### src/rtl/genius_pkg.sv
// Shared types, constants and helpers for the Genius game datapath
// (round counter, sequence player, input checker).
package genius_pkg;

    typedef enum logic [2:0] {
        ST_IDLE = 3'd0,
        ST_FILL = 3'd1,
        ST_ON   = 3'd2,
        ST_OFF  = 3'd3,
        ST_DONE = 3'd4
    } state_t;

    typedef logic [1:0] color_t;

    localparam logic [7:0] LFSR_SEED = 8'hA5;
    // Feedback taps l[7]^l[5]^l[4]^l[3]
    localparam logic [7:0] LFSR_TAPS = 8'b1011_1000;

    function automatic logic lfsr_feedback(input logic [7:0] state);
        return ^(state & LFSR_TAPS);
    endfunction

    function automatic logic [3:0] onehot_color(input color_t color);
        logic [3:0] led;
        case (color)
            2'd0:    led = 4'b0001;
            2'd1:    led = 4'b0010;
            2'd2:    led = 4'b0100;
            2'd3:    led = 4'b1000;
            default: led = 4'b0000;
        endcase
        return led;
    endfunction

endpackage

### src/rtl/lfsr8.sv
// Free-running 8-bit Fibonacci LFSR; the nonzero seed keeps it off the
// all-zero lockup state.
module lfsr8
    import genius_pkg::*;
(
    input  logic       clk_i,
    input  logic       r_i,
    output logic [7:0] state_o
);

    logic [7:0] state_r;

    // Shift register advancing every cycle out of reset
    always_ff @(posedge clk_i) begin
        if (!r_i) begin
            state_r <= LFSR_SEED;
        end else begin
            state_r <= {state_r[6:0], lfsr_feedback(state_r)};
        end
    end

    assign state_o = state_r;

endmodule

### src/rtl/sequence_player.sv
// Genius playback stage: fills a random colour sequence and flashes its
// prefix 0..round on one-hot LEDs with a tick-driven on/off cadence.
module sequence_player
    import genius_pkg::*;
#(
    parameter int N     = 4,
    parameter int T_ON  = 4,
    parameter int T_OFF = 2
) (
    input  logic         clk_i,
    input  logic         r_i,
    input  logic         tick_i,
    input  logic         new_i,
    input  logic         start_i,
    input  logic [N-1:0] round_i,
    input  logic [N-1:0] addr_i,
    output logic [1:0]   color_o,
    output logic [3:0]   led_o,
    output logic [N-1:0] idx_o,
    output logic         busy_o,
    output logic         done_o
);

    localparam int DEPTH   = 2 ** N;
    localparam int CNT_MAX = (T_ON > T_OFF) ? T_ON : T_OFF;
    localparam int CNT_W   = (CNT_MAX > 1) ? $clog2(CNT_MAX) : 1;
    localparam logic [CNT_W-1:0] ON_LAST  = CNT_W'(T_ON - 1);
    localparam logic [CNT_W-1:0] OFF_LAST = CNT_W'(T_OFF - 1);
    localparam logic [N-1:0]     IDX_LAST = {N{1'b1}};

    state_t         state_r, state_s;
    logic [N-1:0]   idx_r, idx_s;
    logic [N-1:0]   round_r, round_s;
    logic [CNT_W-1:0] cnt_r, cnt_s;
    logic           fill_we_s;
    color_t         seq_r [DEPTH];
    logic [3:0]     led_r, led_s;
    logic           busy_r, busy_s;
    logic           done_r, done_s;
    logic [7:0]     lfsr_s;
    logic           lfsr_unused_s;

    lfsr8 u_lfsr (
        .clk_i   (clk_i),
        .r_i     (r_i),
        .state_o (lfsr_s)
    );

    // Only the low two bits seed a colour
    assign lfsr_unused_s = ^lfsr_s[7:2];

    // Next-state, index, phase counter and fill write enable
    always_comb begin
        state_s   = state_r;
        idx_s     = idx_r;
        cnt_s     = cnt_r;
        round_s   = round_r;
        fill_we_s = 1'b0;
        case (state_r)
            ST_IDLE: begin
                if (new_i) begin
                    state_s = ST_FILL;
                    idx_s   = {N{1'b0}};
                end else if (start_i) begin
                    state_s = ST_ON;
                    idx_s   = {N{1'b0}};
                    cnt_s   = {CNT_W{1'b0}};
                    round_s = round_i;
                end else begin
                    state_s = ST_IDLE;
                end
            end
            ST_FILL: begin
                fill_we_s = 1'b1;
                if (idx_r == IDX_LAST) begin
                    state_s = ST_IDLE;
                    idx_s   = {N{1'b0}};
                end else begin
                    idx_s = idx_r + N'(1);
                end
            end
            ST_ON: begin
                if (tick_i && (cnt_r == ON_LAST)) begin
                    state_s = ST_OFF;
                    cnt_s   = {CNT_W{1'b0}};
                end else if (tick_i) begin
                    cnt_s = cnt_r + CNT_W'(1);
                end else begin
                    cnt_s = cnt_r;
                end
            end
            ST_OFF: begin
                if (tick_i && (cnt_r == OFF_LAST)) begin
                    cnt_s = {CNT_W{1'b0}};
                    if (idx_r == round_r) begin
                        state_s = ST_DONE;
                    end else begin
                        state_s = ST_ON;
                        idx_s   = idx_r + N'(1);
                    end
                end else if (tick_i) begin
                    cnt_s = cnt_r + CNT_W'(1);
                end else begin
                    cnt_s = cnt_r;
                end
            end
            ST_DONE: begin
                state_s = ST_IDLE;
            end
            default: begin
                state_s = ST_IDLE;
            end
        endcase
    end

    // Outputs decoded from the next state so they register in step with it
    always_comb begin
        led_s  = 4'b0000;
        busy_s = 1'b0;
        done_s = 1'b0;
        case (state_s)
            ST_FILL: busy_s = 1'b1;
            ST_ON: begin
                busy_s = 1'b1;
                led_s  = onehot_color(seq_r[idx_s]);
            end
            ST_OFF:  busy_s = 1'b1;
            ST_DONE: done_s = 1'b1;
            default: busy_s = 1'b0;
        endcase
    end

    // State, counters, sequence storage and registered outputs
    always_ff @(posedge clk_i) begin
        if (!r_i) begin
            state_r <= ST_IDLE;
            idx_r   <= {N{1'b0}};
            cnt_r   <= {CNT_W{1'b0}};
            round_r <= {N{1'b0}};
            led_r   <= 4'b0000;
            busy_r  <= 1'b0;
            done_r  <= 1'b0;
            for (int i = 0; i < DEPTH; i++) begin
                seq_r[i] <= 2'd0;
            end
        end else begin
            state_r <= state_s;
            idx_r   <= idx_s;
            cnt_r   <= cnt_s;
            round_r <= round_s;
            led_r   <= led_s;
            busy_r  <= busy_s;
            done_r  <= done_s;
            if (fill_we_s) begin
                seq_r[idx_r] <= lfsr_s[1:0];
            end
        end
    end

    assign color_o = seq_r[addr_i];
    assign led_o   = led_r;
    assign idx_o   = idx_r;
    assign busy_o  = busy_r;
    assign done_o  = done_r;

endmodule
### config.mk
export PLATFORM = sky130hd
export DESIGN_NAME = sequence_player
export DESIGN_NICKNAME = d
export VERILOG_FILES = /design/src/rtl/genius_pkg.sv /design/src/rtl/lfsr8.sv /design/src/rtl/sequence_player.sv
export SDC_FILE = /design/constraint.sdc
export NUM_CORES = 1
export LEC_CHECK = 0
export BUFFER_PORTS_ARGS = -buffer_cell sky130_fd_sc_hd__buf_2
export CORE_MARGIN = 2
export CORE_UTILIZATION = 45
export CTS_BUF_LIST = sky130_fd_sc_hd__clkbuf_2
export DETAILED_ROUTE_END_ITERATION = 12
export PLACE_DENSITY_LB_ADDON = 0.3
export REMOVE_ABC_BUFFERS = 1
export SLEW_MARGIN = 20
export SYNTH_ARGS = -nofsm -noshare
export SYNTH_HDL_FRONTEND = slang
export SYNTH_HIERARCHICAL = 1
export SYNTH_SLANG_ARGS = --single-unit
### constraint.sdc
create_clock -name clk_i -period 4.56 [get_ports clk_i]
set_input_delay 0.684 -clock clk_i [delete_from_list [all_inputs] [get_ports clk_i]]
set_output_delay 0.684 -clock clk_i [all_outputs]
set_load 0.02 [all_outputs]
==> out/results.tsv <==
stage	metric	value	unit
clock_tree	Worst-Skew Late Latency	0.52	ns
logic_synthesis	register bit total from synthesis	59	
layout	Diodes inserted	0	
grt	vias in the first global route	2555	
logic_synthesis	prevailing post-synth register cell	edfxtp_1	
placement	gpl congestion	0.925	
drt	drt via density	5.89	
drt	drt pass-1 iters	4	
logic_synthesis	top post-synthesis cells by area	edfxtp_1 (27%), dfxtp_1 (15%), mux4_2 (6.4%), and3_1 (5.9%), nand2_1 (4.9%)	
logic_synthesis	sequential share of the synthesized area	42.9	%
timing	setup ws final	1.64	ns
logic_synthesis	Mapped Area	3500	um^2
clock_tree	htree depth	3	
power	Leak	1.57	nW
grt	GRT overflow	0	
logic_synthesis	Yosys top cell area share	27.5	%
setup_path	largest fanout on the critical path	13	
timing	Max-slew headroom	56.7	%
setup_path	worst endpoint required time	5.02	ns
logic_synthesis	Netlist cell types	68	
setup_path	flop2flop setup slack	1.64	ns
setup_path	CP max stage cell	dfxtp_1	
timing	Worst Clk Skew	0.0185	ns
setup_path	R2R Path Start	idx_o[2]	
clock_tree	Num Clock Sinks	59	
setup_path	crit path cell chain	and2_4 > a211oi_2 > a21o_2 > o22ai_4 > mux2i_1 > a22o_1 > or4_4 > a21oi_1	
grt	pin count of the biggest net entering global routing	26	
drt	DRC	0	
setup_path	CP Buf/Inv Count	0	
grt	first-pass GRT wire length	13100	um
floorplan	Die Span X	92.2	um
timing	Peak Freq	342	MHz
clock_tree	Post-CTS Hold Buffers	0	
clock_tree	TritonCTS clock tree	built	
power	Pwr Density	319	nW/um^2
logic_synthesis	Syn Inst Count	338	
drt	Starting DRT DRC Count	258	
setup_path	Worst Path Arrival	3.38	ns
power	peak supply drop	0.0996	mV
outcome	run status	complete, no violations	
timing	worst-margin pin slew	0.648	ns
min_path	worst hold path depth	3	
logic_synthesis	leading area contributor after synthesis	edfxtp_1	
timing	fin crit period	2.92	ns
clock_tree	Max clock buf depth	2	
logic_synthesis	Post-synth EDFFs	32	
timing	final hold viol count	0	
timing	Setup TNS	0	ns
drt	Via Count	2703	
placement	port bufs	24	
min_path	Worst Hold Launch	round_i[1]	
min_path	Hold WC Path Type	input pin to flop	
clock_tree	Worst-path clk slew	0.17	ns
logic_synthesis	Ys Warns	6	
timing	Final Setup Violations	0	
clock_tree	total setup buffers inserted after CTS	0	
layout	layout cell share with drive strength beyond 1	21.0	%
grt	antenna violations before repair	0	
drt	WL/cell	17.4	um
placement	pre-CTS setup slack	1.67	ns
floorplan	# rows	32	
placement	dpl hpwl	5690	um
floorplan	full die area	8500	um^2
layout	Non-Filler Instances	459	
floorplan	core region area	7650	um^2
layout	Finished Core Util	49.1	%
floorplan	Die Span Y	92.2	um
floorplan	Top-Level Pins	25	
timing	Slew Limit Fails	0	
floorplan	Initial Utilization	45.7	%
setup_path	CP Class	flop to flop	
logic_synthesis	most frequent cells after synthesis	nand2_1 (46), and3_1 (33), edfxtp_1 (32), dfxtp_1 (27)	
setup_path	Reg-to-Reg End	led_o[2]	
power	overall power	1.20	mW
job	MaxCap Viol Count	0	
clock_tree	Num CTS Buffers	9	
logic_synthesis	Post-Syn Area per Cell	10.4	um^2
min_path	Hold Path End	round_r[1]	
setup_path	Worst R2R Path Depth	8	
layout	Layout Nets	371	
clock_tree	CTS Root Cell	clkbuf_2	
layout	Area Overhead vs Synth	7.44	%
logic_synthesis	top-count cell post-synth	nand2_1	
timing	Tcrit/Tclk final	64.1	%
grt	overall global routing resource usage	20.1	%
placement	cell count after placement	443	
setup_path	Critical Path End Type	flop	
clock_tree	CTS resizes	0	
setup_path	critical path's top delay family	compound AO/OA/AOI/OAI gates	
drt	Routed Antenna Nets	0	
logic_synthesis	fraction of registers with async set/reset	0	%
setup_path	Worst setup SP type	flop	
drt	final WL	7970	um
setup_path	max incr delay on CP	0.69	ns
timing	RSZ-0062 raised after global routing	no	
worst register-to-register path, stage by stage, from the launching register on:
cell      delay [ns]
dfxtp_1         0.69
and2_4          0.33
a211oi_2        0.13
a21o_2          0.25
o22ai_4         0.42
mux2i_1         0.17
a22o_1          0.25
or4_4           0.48
a21oi_1         0.13
logic make-up (layout without fill, tap and decap cells):
logic type / after synthesis / after routing / share of synthesized area, %
muxes: 19 / 19 / 9.01
buffers and inverters: 28 / 47 / 4.58
and+or+nand+nor: 152 / 152 / 24.6
adders and majority gates: 6 / 6 / 2.15
DFF: 59 / 59 / 42.9
AOI/OAI and AO/OA: 66 / 66 / 14.5
xor gates and xnor gates: 8 / 8 / 2.22
worst max-delay path by stage:
stage	end	startpoint	cells past startpoint
after floorplan	led_o[2]	idx_o[0]	9
after global placement	led_o[1]	tick_i	9
after detailed placement	led_o[3]	idx_o[2]	8
after CTS	led_o[3]	idx_o[2]	8
after global routing	led_o[3]	idx_o[2]	8
final	led_o[2]	idx_o[2]	8
report_power, final:
group          total, mW  switching, mW  leakage [nW]  internal (mW)
logic              0.191          0.110         0.939         0.0819
registers          0.619         0.0340         0.552          0.585
clock network      0.390          0.211        0.0755          0.179
total               1.20          0.355          1.57          0.846
metal layers:
metal,global-route usage [%],wire length (um),up-vias
met2,30.9,3640,96
met5,0,0,-
met3,3.70,475,15
li1,-,-,1295
met1,26.8,3680,1297
met4,10.8,170,0
registers in the layout, summed over array words and instances (netlist names):
signal / count
round_r: 4
state_r: 3
done_o: 1
u_lfsr/state_o: 8
idx_o: 4
led_o: 4
seq_r: 32
cnt_r: 2
busy_o: 1
placed cells by master (no fill, tap or decap), types with 2 or more instances in the layout:
cell type   Yosys  final
nand4_1         3      3
clkbuf_2        0      9
nor4_1          2      2
inv_1           4      4
o31ai_1         9      9
o21ai_2         2      2
and2_1          7      7
nand2_1        46     46
nor2_1         15     15
xor2_1          2      2
ha_1            6      6
and3_1         33     33
and2_2          2      2
nand3_1         8      8
and4_1          5      5
a211oi_1        3      3
a21o_1          2      2
edfxtp_1       32     32
o211ai_1        7      7
clkinvlp_4      0      2
mux4_2         10     10
buf_2           0     24
a21oi_1        13     13
o21a_1          5      5
mux2i_1         9      9
o21ai_0         4      4
nand2b_1        5      5
bufinv_16       0      2
nor3_1          7      7
xnor2_1         5      5
and3_2          2      2
a22o_1          2      2
a22oi_1         6      6
dfxtp_1        27     27
per-stage QoR:
stage                     hold slack, ns  cell area, um^2
after global placement             0.398             3620
after CTS                          0.377             3760
after global routing               0.380             3760
final                              0.400             3760
after floorplan                    0.386             3370
after detailed placement           0.403             3620
area by class of cell:
type,count,area [um^2]
clock buffer,9,45.0
tap,102,128
timing repair buffer,25,128
sequential,59,1500
fill,705,3890
inverter,6,27.5
clock inverter,7,92.6
multi-input combinational,251,1840
No activity file was read; power rests on OpenSTA's default activity.
